===== src/rtl/id_ex_pipe_pkg.sv =====
// ID/EX stage shared types and constants.
// Default field widths, NOP encodings and the stage payload record.
package id_ex_pipe_pkg;

  localparam int ALUOP_W_DEF  = 8;
  localparam int ALUSEL_W_DEF = 3;
  localparam int DATA_W_DEF   = 32;
  localparam int ADDR_W_DEF   = 5;
  localparam int CNT_W_DEF    = 16;

  localparam logic [ALUOP_W_DEF-1:0]  OP_NOP    = '0;
  localparam logic [ALUSEL_W_DEF-1:0] SEL_NOP   = '0;
  localparam logic [ADDR_W_DEF-1:0]   ADDR_ZERO = '0;

  localparam logic RST_ON   = 1'b0;
  localparam logic STALL_ON = 1'b1;
  localparam logic FLUSH_ON = 1'b1;

  typedef struct packed {
    logic [ALUOP_W_DEF-1:0]  aluop;
    logic [ALUSEL_W_DEF-1:0] alusel;
    logic [DATA_W_DEF-1:0]   reg0;
    logic [DATA_W_DEF-1:0]   reg1;
    logic [ADDR_W_DEF-1:0]   waddr;
    logic                    we;
  } stage_t;

  typedef enum logic [1:0] {
    ST_EMPTY,
    ST_BUSY,
    ST_FULL
  } buf_state_e;

endpackage


===== src/rtl/id_ex_pipe_if.sv =====
// Valid/ready stage bundle carrying one decoded beat.
// The producer side uses master, the consumer side uses slave.
interface id_ex_pipe_if #(
  parameter int ALUOP_W  = 8,
  parameter int ALUSEL_W = 3,
  parameter int DATA_W   = 32,
  parameter int ADDR_W   = 5
) ();

  logic                valid;
  logic                ready;
  logic [ALUOP_W-1:0]  aluop;
  logic [ALUSEL_W-1:0] alusel;
  logic [DATA_W-1:0]   reg0;
  logic [DATA_W-1:0]   reg1;
  logic [ADDR_W-1:0]   waddr;
  logic                we;

  modport master (
    output valid, aluop, alusel,
    output reg0, reg1, waddr, we,
    input  ready
  );

  modport slave (
    input  valid, aluop, alusel,
    input  reg0, reg1, waddr, we,
    output ready
  );

endinterface


===== src/rtl/id_ex_pipe_skid_buf.sv =====
// Generic two-entry skid buffer with flush.
// Upstream ready depends only on the registered skid flag.
module pipe_skid_buf
  import id_ex_pipe_pkg::*;
#(
  parameter int W = 8
) (
  input  logic         clk,
  input  logic         rst,
  input  logic         flush,
  input  logic         in_valid,
  input  logic [W-1:0] in_data,
  output logic         in_ready,
  output logic         out_valid,
  output logic [W-1:0] out_data,
  input  logic         out_ready
);

  logic         main_v;
  logic         skid_v;
  logic [W-1:0] main_d;
  logic [W-1:0] skid_d;
  logic         accept;
  logic         drain;
  buf_state_e   state;

  assign in_ready  = !skid_v;
  assign out_valid = main_v;
  assign out_data  = main_d;
  assign accept    = in_valid & !skid_v;
  assign drain     = main_v & out_ready;

  // Occupancy view derived from the two valid flags.
  always_comb begin
    state = ST_EMPTY;
    if (main_v) state = skid_v ? ST_FULL : ST_BUSY;
  end

  // Entry movement; the skid entry always leaves before newer beats.
  always_ff @(posedge clk or negedge rst) begin
    if (!rst) begin
      main_v <= 1'b0;
      skid_v <= 1'b0;
      main_d <= '0;
      skid_d <= '0;
    end else if (flush == FLUSH_ON) begin
      main_v <= 1'b0;
      skid_v <= 1'b0;
    end else begin
      unique case (state)
        ST_EMPTY: begin
          if (accept) begin
            main_d <= in_data;
            main_v <= 1'b1;
          end
        end
        ST_BUSY: begin
          if (accept && drain) begin
            main_d <= in_data;
          end else if (accept) begin
            skid_d <= in_data;
            skid_v <= 1'b1;
          end else if (drain) begin
            main_v <= 1'b0;
          end
        end
        ST_FULL: begin
          if (drain) begin
            main_d <= skid_d;
            skid_v <= 1'b0;
          end
        end
        default: begin
        end
      endcase
    end
  end

endmodule


===== src/rtl/id_ex_pipe.sv =====
// ID/EX stage register: skid-buffered handshake,
// stall/flush control, NOP gating and bubble counting.
module id_ex_pipe
  import id_ex_pipe_pkg::*;
#(
  parameter int ALUOP_W  = ALUOP_W_DEF,
  parameter int ALUSEL_W = ALUSEL_W_DEF,
  parameter int DATA_W   = DATA_W_DEF,
  parameter int ADDR_W   = ADDR_W_DEF,
  parameter int CNT_W    = CNT_W_DEF
) (
  input  logic             clk,
  input  logic             rst,
  input  logic             stall,
  input  logic             flush,
  id_ex_pipe_if.slave      id,
  id_ex_pipe_if.master     ex,
  output logic [CNT_W-1:0] bubble_cnt
);

  localparam int PW = ALUOP_W + ALUSEL_W
                    + 2 * DATA_W + ADDR_W + 1;

  logic                stall_on;
  logic                flush_on;
  logic                buf_ready;
  logic                main_v;
  logic                out_valid;
  logic [PW-1:0]       in_pl;
  logic [PW-1:0]       main_pl;
  logic [ALUOP_W-1:0]  m_aluop;
  logic [ALUSEL_W-1:0] m_alusel;
  logic [DATA_W-1:0]   m_reg0;
  logic [DATA_W-1:0]   m_reg1;
  logic [ADDR_W-1:0]   m_waddr;
  logic                m_we;

  assign stall_on = (stall == STALL_ON);
  assign flush_on = (flush == FLUSH_ON);

  assign in_pl = {id.aluop, id.alusel, id.reg0,
                  id.reg1, id.waddr, id.we};

  pipe_skid_buf #(
    .W (PW)
  ) u_buf (
    .clk       (clk),
    .rst       (rst),
    .flush     (flush_on),
    .in_valid  (id.valid & !stall_on),
    .in_data   (in_pl),
    .in_ready  (buf_ready),
    .out_valid (main_v),
    .out_data  (main_pl),
    .out_ready (ex.ready & !stall_on)
  );

  assign id.ready  = buf_ready & !stall_on;
  assign out_valid = main_v & !stall_on;

  assign {m_aluop, m_alusel, m_reg0,
          m_reg1, m_waddr, m_we} = main_pl;

  assign ex.valid  = out_valid;
  assign ex.aluop  = out_valid ? m_aluop
                               : ALUOP_W'(OP_NOP);
  assign ex.alusel = out_valid ? m_alusel
                               : ALUSEL_W'(SEL_NOP);
  assign ex.reg0   = m_reg0;
  assign ex.reg1   = m_reg1;
  assign ex.waddr  = m_waddr;
  assign ex.we     = out_valid & m_we;

  // Count cycles the ALU was ready but got nothing; saturates.
  always_ff @(posedge clk or negedge rst) begin
    if (!rst) begin
      bubble_cnt <= '0;
    end else if (ex.ready && !out_valid
                 && bubble_cnt != '1) begin
      bubble_cnt <= bubble_cnt + 1'b1;
    end
  end

endmodule


===== src/flat_wrapper.sv =====
// flat-port wrapper written by rule: the top's interface ports become plain ports
module id_ex_pipe_flat import id_ex_pipe_pkg::*;
#(
  parameter int ALUOP_W  = ALUOP_W_DEF,
  parameter int ALUSEL_W = ALUSEL_W_DEF,
  parameter int DATA_W   = DATA_W_DEF,
  parameter int ADDR_W   = ADDR_W_DEF,
  parameter int CNT_W    = CNT_W_DEF
)
  (clk, rst, stall, flush, bubble_cnt, id_valid, id_aluop, id_alusel, id_reg0, id_reg1, id_waddr, id_we, id_ready, ex_valid, ex_aluop, ex_alusel, ex_reg0, ex_reg1, ex_waddr, ex_we, ex_ready);
  id_ex_pipe_if #(.ALUOP_W(ALUOP_W), .ALUSEL_W(ALUSEL_W), .DATA_W(DATA_W), .ADDR_W(ADDR_W)) id_i ();
  id_ex_pipe_if #(.ALUOP_W(ALUOP_W), .ALUSEL_W(ALUSEL_W), .DATA_W(DATA_W), .ADDR_W(ADDR_W)) ex_i ();
  input  logic clk;
  input  logic rst;
  input  logic stall;
  input  logic flush;
  output logic [CNT_W-1:0] bubble_cnt;
  input wire logic [$bits(id_i.valid)-1:0] id_valid;
  input wire logic [$bits(id_i.aluop)-1:0] id_aluop;
  input wire logic [$bits(id_i.alusel)-1:0] id_alusel;
  input wire logic [$bits(id_i.reg0)-1:0] id_reg0;
  input wire logic [$bits(id_i.reg1)-1:0] id_reg1;
  input wire logic [$bits(id_i.waddr)-1:0] id_waddr;
  input wire logic [$bits(id_i.we)-1:0] id_we;
  output wire logic [$bits(id_i.ready)-1:0] id_ready;
  output wire logic [$bits(ex_i.valid)-1:0] ex_valid;
  output wire logic [$bits(ex_i.aluop)-1:0] ex_aluop;
  output wire logic [$bits(ex_i.alusel)-1:0] ex_alusel;
  output wire logic [$bits(ex_i.reg0)-1:0] ex_reg0;
  output wire logic [$bits(ex_i.reg1)-1:0] ex_reg1;
  output wire logic [$bits(ex_i.waddr)-1:0] ex_waddr;
  output wire logic [$bits(ex_i.we)-1:0] ex_we;
  input wire logic [$bits(ex_i.ready)-1:0] ex_ready;
  assign id_i.valid = id_valid;
  assign id_i.aluop = id_aluop;
  assign id_i.alusel = id_alusel;
  assign id_i.reg0 = id_reg0;
  assign id_i.reg1 = id_reg1;
  assign id_i.waddr = id_waddr;
  assign id_i.we = id_we;
  assign id_ready = id_i.ready;
  assign ex_valid = ex_i.valid;
  assign ex_aluop = ex_i.aluop;
  assign ex_alusel = ex_i.alusel;
  assign ex_reg0 = ex_i.reg0;
  assign ex_reg1 = ex_i.reg1;
  assign ex_waddr = ex_i.waddr;
  assign ex_we = ex_i.we;
  assign ex_i.ready = ex_ready;
  id_ex_pipe #(.ALUOP_W(ALUOP_W), .ALUSEL_W(ALUSEL_W), .DATA_W(DATA_W), .ADDR_W(ADDR_W), .CNT_W(CNT_W)) u_core (.clk(clk), .rst(rst), .stall(stall), .flush(flush), .id(id_i), .ex(ex_i), .bubble_cnt(bubble_cnt));
endmodule

===== config.mk =====
export PLATFORM = sky130hd
export DESIGN_NAME = id_ex_pipe_flat
export DESIGN_NICKNAME = d
export VERILOG_FILES = /design/src/rtl/id_ex_pipe_pkg.sv /design/src/rtl/id_ex_pipe_if.sv /design/src/rtl/id_ex_pipe_skid_buf.sv /design/src/rtl/id_ex_pipe.sv /design/src/flat_wrapper.sv
export SDC_FILE = /design/constraint.sdc
export NUM_CORES = 1
export LEC_CHECK = 0
export CORE_MARGIN = 1.5
export CORE_UTILIZATION = 46
export DETAILED_ROUTE_END_ITERATION = 6
export PLACE_DENSITY = 0.88
export SLEW_MARGIN = 20
export SYNTH_ARGS = -nofsm -noshare
export SYNTH_HDL_FRONTEND = slang
export SYNTH_SLANG_ARGS = --single-unit

===== constraint.sdc =====
create_clock -name clk -period 1.6 [get_ports clk]
set_input_delay 0.16 -clock clk [delete_from_list [all_inputs] [get_ports clk]]
set_output_delay 0.16 -clock clk [all_outputs]
set_load 0.02 [all_outputs]

# After elaboration in Yosys (flattened, before gate mapping)
# Index checks and enable logic that the tools add are counted.
# Widths: inputs -> output; s select.
[word_totals] output_inout_bits=99 reg_bits=180 word_cells=58 input_bits=87
[op_classes] muxes=17 reduce_logical=14 n_bitwise=9 n_addsub=1 n_eq_ne=12
[op_table] operator="$mux 81" n=3
[op_table] operator="$pmux 81 s3" n=1
[op_table] operator="$ne 3x3->1 const B" n=6
[op_table] operator="$add 16x1->16 const B" n=1
[op_table] operator="$ne 16x16->1 const B" n=1
[op_table] operator="$reduce_and 5->1" n=2
[op_table] operator="$reduce_bool 3->1" n=3
[op_table] operator="$mux 8" n=1
[op_table] operator="$reduce_and 4->1" n=2
[op_table] operator="$and 1x1->1" n=7
[op_table] operator="$mux 1" n=7
[op_table] operator="$ne 2x2->1 const B" n=3
[op_table] operator="$mux 2" n=2
[op_table] operator="$pmux 1 s2" n=2
[op_table] operator="$logic_and 1x1->1" n=3
[op_table] operator="$logic_not 1->1" n=3
[op_table] operator="$mux 3" n=1
[op_table] operator="$eq 2x1->1 const B" n=1
[op_table] operator="$eq 2x2->1 const B" n=1
[op_table] operator="$logic_not 2->1" n=1
[op_table] operator="$not 1->1" n=2

# Logic depth before layout (Yosys ltp)
[logic_depth] word_depth=8 mapped_depth=7 depth_no_buf=5

# By module
# From an unflattened synthesis, not the netlist that was laid out.
[unflattened] cells_unflattened=536 area_unflattened_um2=8049.0
[by_module_without_submodules] mod="pipe_skid_buf" n_inst=1 cells_per_inst=443 area_per_inst_um2=7090.6 seq_area_each_um2=4103.9
[by_module_without_submodules] mod="id_ex_pipe" n_inst=1 cells_per_inst=93 area_per_inst_um2=958.4 seq_area_each_um2=400.4

# Worst setup path after synthesis
# No wires, ideal clock.
[synth_path] kind="register to register" from="register u_core.bubble_cnt[0]" to="register u_core.bubble_cnt[1]" synth_period_minus_slack_ns=1.868 stages_incl_launch_ff=6 path_slack_ns=-0.268 t_arrival_ns=1.743 setup_ns=0.125 required_ns=1.475 path_buffers=0 path_cell_list="dfrtp_1 ha_1 nand4_2 nor4b_4 nor2_2 mux2_4"
[synth_between] elab_chain_cells=2 word_cells_on_any_way=3 cone_classes="add/sub (1); eq/ne (1); reduce/logical (1)"
[synth_lines] element="start, declared" line_no="id_ex_pipe.sv:18" source="output logic [CNT_W-1:0] bubble_cnt"
[synth_lines] element="start signal, assigned" line_no="id_ex_pipe.sv:80" source="bubble_cnt <= bubble_cnt + 1'b1;"
[synth_lines] element="branches (longest 2 deep; another with $add 16x1->16)"
# Parallel ways; which one is timed is not known.
# A chain may end at the register's enable or synchronous reset.

# Worst setup path in the final report
[layout_path] from="register u_core.u_buf.main_v, in the netlist u_core.u_buf.out_valid" to="output ex_aluop[0]"
[layout_between] elab_chain_cells=2
[layout_lines] element="start, declared" line_no="id_ex_pipe_skid_buf.sv:19" source="logic main_v;"
[layout_lines] element="start signal, assigned" line_no="id_ex_pipe_skid_buf.sv:42" source="main_v <= 1'b0;"
[layout_lines] element="start signal, assigned" line_no="id_ex_pipe_skid_buf.sv:47" source="main_v <= 1'b0;"
[layout_lines] element="start signal, assigned" line_no="id_ex_pipe_skid_buf.sv:54" source="main_v <= 1'b1;"
[layout_lines] element="$and 1x1->1" line_no="id_ex_pipe.sv:59" source="assign out_valid = main_v & !stall_on;"
[layout_lines] element="$mux 8" line_no="id_ex_pipe.sv:65" source="assign ex.aluop = out_valid ? m_aluop"
[layout_lines] element="end, declared" line_no="flat_wrapper.sv:27" source="output wire logic [$bits(ex_i.aluop)-1:0] ex_aluop;"
# No other way between the ends.

==> metrics.yaml <==
critical_path:
  r2r-start: "u_core.u_buf.out_valid"
  startpoint_type: "flip-flop"
  endpoint_kind: "output pin"
  worst-setup-path-type: "flip-flop to output pin"
  worstSetupStartpoint: "u_core.u_buf.out_valid"
  critPathArrivalTime_ns: 1.56
  cell_chain_of_the_critical_path: "nand2b_4 -> clkinvlp_4 -> buf_6 -> and2_4 -> buf_6"
  worst-path-max-fanout: 4
  cp_data_required_time_ns: 1.44
  critical_path.slowest_cell: "dfrtp_1"
  critPathMaxStageDelay_ns: 0.41
  crit_top_cell: "buf_6"
power:
  p_leak_nw: 6.458
  power_density_cells_nw_per_um2: 1145
  worst_ir_drop_vdd_v: 0.0009537
grt:
  grt_antenna_before_repair: 1
  grtUsageTotal_pct: 19.83
  gr-total-overflow: 0
  via_count_of_the_first_global_routing_pass: 5677
  grt_pass1_wl_um: 28580
  pin_count_of_the_biggest_net_entering_global_routing: 65
place:
  post-place-cells: 1044
  numPortBuffers: 185
  dpl.hpwl_um: 12010
  place.gp.congestion: 0.8731
  post_dp_cell_area_sq_um: 10210
cells_and_area:
  num-fill-cells: 1225
  syn_to_final_growth_pct: 44.35
  design_area_sq_um: 11810
  final_instance_count_excl_fillers: 1108
  finalNetCount: 958
  ratio_of_cells_with_drive_above_1_in_the_final_layout_pct: 26.98
  postLayoutCoreUtil_pct: 68.04
synthesis:
  async_flop_share_pct: 100.0
  post_synth_most_frequent_cells: "dfrtp_1 (180), nand2_1 (89), mux2i_1 (81)"
  ys_ff_latch: 180
  number_of_enable_flip_flop_cells_after_synthesis: 0
  top_cells_by_area_synth: "dfrtp_1 (55%), mux2_1 (11%), mux2i_1 (9.9%)"
  yosysMostFrequentCell: "dfrtp_1"
  synth_warnings: 0
  post_synth_inst_count: 690
  synth.avg_cell_area_sq_um: 11.86
  synthDominantAreaCellType: "dfrtp_1"
  synth_cell_type_count: 35
  synth_fp_nets: 778
  synth-seq-area-share_pct: 55.05
  yosys.area.top_type_share_pct: 55.05
  post_synth_instance_area_sq_um: 8182
  synth_top_flop_cell: "dfrtp_1"
timing:
  setup_violation_total_in_the_final_timing_report: 97
  hold_vio_cnt_final: 0
  maxClockFrequency_mhz: 580.7
  finalClockSkew_ns: 0.005364
  final_min_period_over_clock_period_pct: 107.6
  totalNegativeSetupSlack_ns: -7.856
  finalCriticalPeriod_ns: 1.722
  number_of_slew_limit_violations_in_the_final_report: 0
  rsz_0062_raised_after_global_routing: "true"
  tightest_slew_ns: 0.4373
  setup_ws_ns: -0.1220
  relSlewSlack_pct: 70.85
route:
  postRouteWirelength_um: 20810
  antenna_viol_nets_final: 0
  drt-wirelength-per-cell_um: 18.78
  route.vias.total: 5644
  drt_iter0_drc: 241
  vias_per_cell: 5.094
  drc: 0
  drt_first_pass_iters: 5
clock_network:
  clock_tree.htree_level_count: 4
  cts_inserted_buffers: 17
  clock_sinks: 180
  cts_tree: "built"
  clk_transition_reported_paths_ns: 0.06
  ctsLongestPathBuffers: 2
  insertion_delay_ns: 0.42
  cts_root_buf: "clkbuf_16"
status:
  violations: "negative setup slack"
  outcome: "finished with violations"
floorplanning:
  die-area_sq_um: 18600
  design.portCount: 186
  die_height_um: 136.4
  placeableCoreArea_sq_um: 17360
  initial_util_pct: 47.14
  fp-row-count: 48
  die_w_um: 136.4
hold_path:
  worstHoldPathType: "input pin to asynchronous set/reset pin"
run:
  cap_violations: 0
-- routing by layer --
layer  global-route usage (%)  share of wire [%]  vias to the layer above
met2                    33.87                 51                      141
met1                    24.67                 43                     2812
met4                    6.265                1.6                        0
li1                         -                  -                     2667
met3                    4.959                4.4                       24
met5                        0                  0                        -
-- report_power, final --
group          internal, mW  total (mW)  leakage, nW  switching [mW]
clock network          2.21        3.92        0.262            1.71
registers              5.44        5.98         2.30           0.545
logic                  1.97        3.62         3.90            1.65
-- metrics by stage --
stage / total power, mW / worst slack (ns) / hold slack [ns]
after floorplan: 7.917 / -0.1055 / -0.1356
after global placement: 9.105 / -0.3350 / 0.1221
after detailed placement: 9.253 / -0.3894 / 0.1196
after CTS: 13.14 / -0.1611 / 0.2426
after global routing: 14.16 / -0.1742 / 0.2736
final: 13.52 / -0.1220 / 0.2295
-- logic make-up (layout without fill, tap and decap cells) --
kind of cell	Yosys count	after routing	share of synthesized area (%)
DFF	180	180	55.05
muxes	163	163	21.24
and+or+nand+nor	140	140	8.151
buffers and inverters	106	298	8.411
AOI/OAI and AO/OA	85	85	5.383
xor gates and xnor gates	15	15	1.606
adders and majority gates	1	1	0.1529
other	0	1	0
-- cells in the final DEF (no fill, tap or decap), types with 3 or more instances in the layout --
cell type / Yosys / layout
and2_1: 13 / 4
and2_4: 0 / 9
and3_1: 4 / 4
buf_12: 0 / 15
buf_2: 25 / 3
buf_4: 69 / 38
buf_6: 0 / 22
buf_8: 0 / 3
clkbuf_1: 10 / 3
clkbuf_16: 0 / 27
clkdlybuf4s50_1: 0 / 131
clkinv_2: 0 / 4
clkinvlp_4: 0 / 4
dfrtp_1: 180 / 178
dlygate4sd2_1: 0 / 15
dlymetal6s2s_1: 0 / 22
mux2_4: 1 / 82
mux2i_1: 81 / 81
nand2_1: 89 / 87
nand2b_4: 0 / 3
nand3_1: 4 / 3
nor2_1: 5 / 4
nor3_1: 7 / 3
nor3_4: 0 / 3
o21ai_0: 70 / 67
o21ai_1: 11 / 13
xor2_1: 13 / 13
-- area by class of cell --
cell class | count | area (sq um) | share of cell area [%]
Antenna cell | 1 | 2.502 | 0.02119
Timing Repair Buffer | 264 | 2947 | 24.95
Timing Repair inverter | 1 | 7.507 | 0.06357
Inverter | 2 | 20.02 | 0.1695
Clock buffer | 22 | 464.2 | 3.930
Multi-Input combinational cell | 404 | 3500 | 29.63
Sequential cell | 180 | 4507 | 38.16
Clock inverter | 9 | 81.33 | 0.6886
Tap cell | 225 | 281.5 | 2.384
-- repair_timing --
item | CTS | global route
setup endpoints to repair | 43 | 203
hold buffers | 1 | 0
gates cloned | 1 | 13
buffers inserted | 10 | 8
hold endpoints to repair | 36 | 0
gates resized for setup | 82 | 175
pin swaps | 7 | 11
-- state kept, by name (all words and copies together) (netlist names) --
| signal | cells |
|---|---|
| u_core.bubble_cnt | 16 |
| u_core.u_buf.out_valid | 1 |
| u_core.u_buf.skid_v | 1 |
| u_core.u_buf.skid_d | 81 |
| u_core.u_buf.out_data | 81 |
-- critical path: cells and delay by family, from the launching register on --
family	cells	cell delay (ns)
buffers and inverters	3	0.46
flip-flops	1	0.41
AND/OR/NAND/NOR	2	0.27
-- path summary, 6_finish.rpt --
path	end	slack [ns]	cells past startpoint
min reg2reg	u_core.u_buf.out_data[30]	0.47	2
max reg2reg	u_core.u_buf.skid_d[64]	-0.11	8
max	ex_aluop[0]	-0.12	5
min in group clk	u_core.u_buf.skid_d[49]	0.39	2
min	u_core.bubble_cnt[4]	0.23	2
max in group asynchronous	u_core.u_buf.out_data[34]	0.77	3
(Power assumes the default switching activity.)
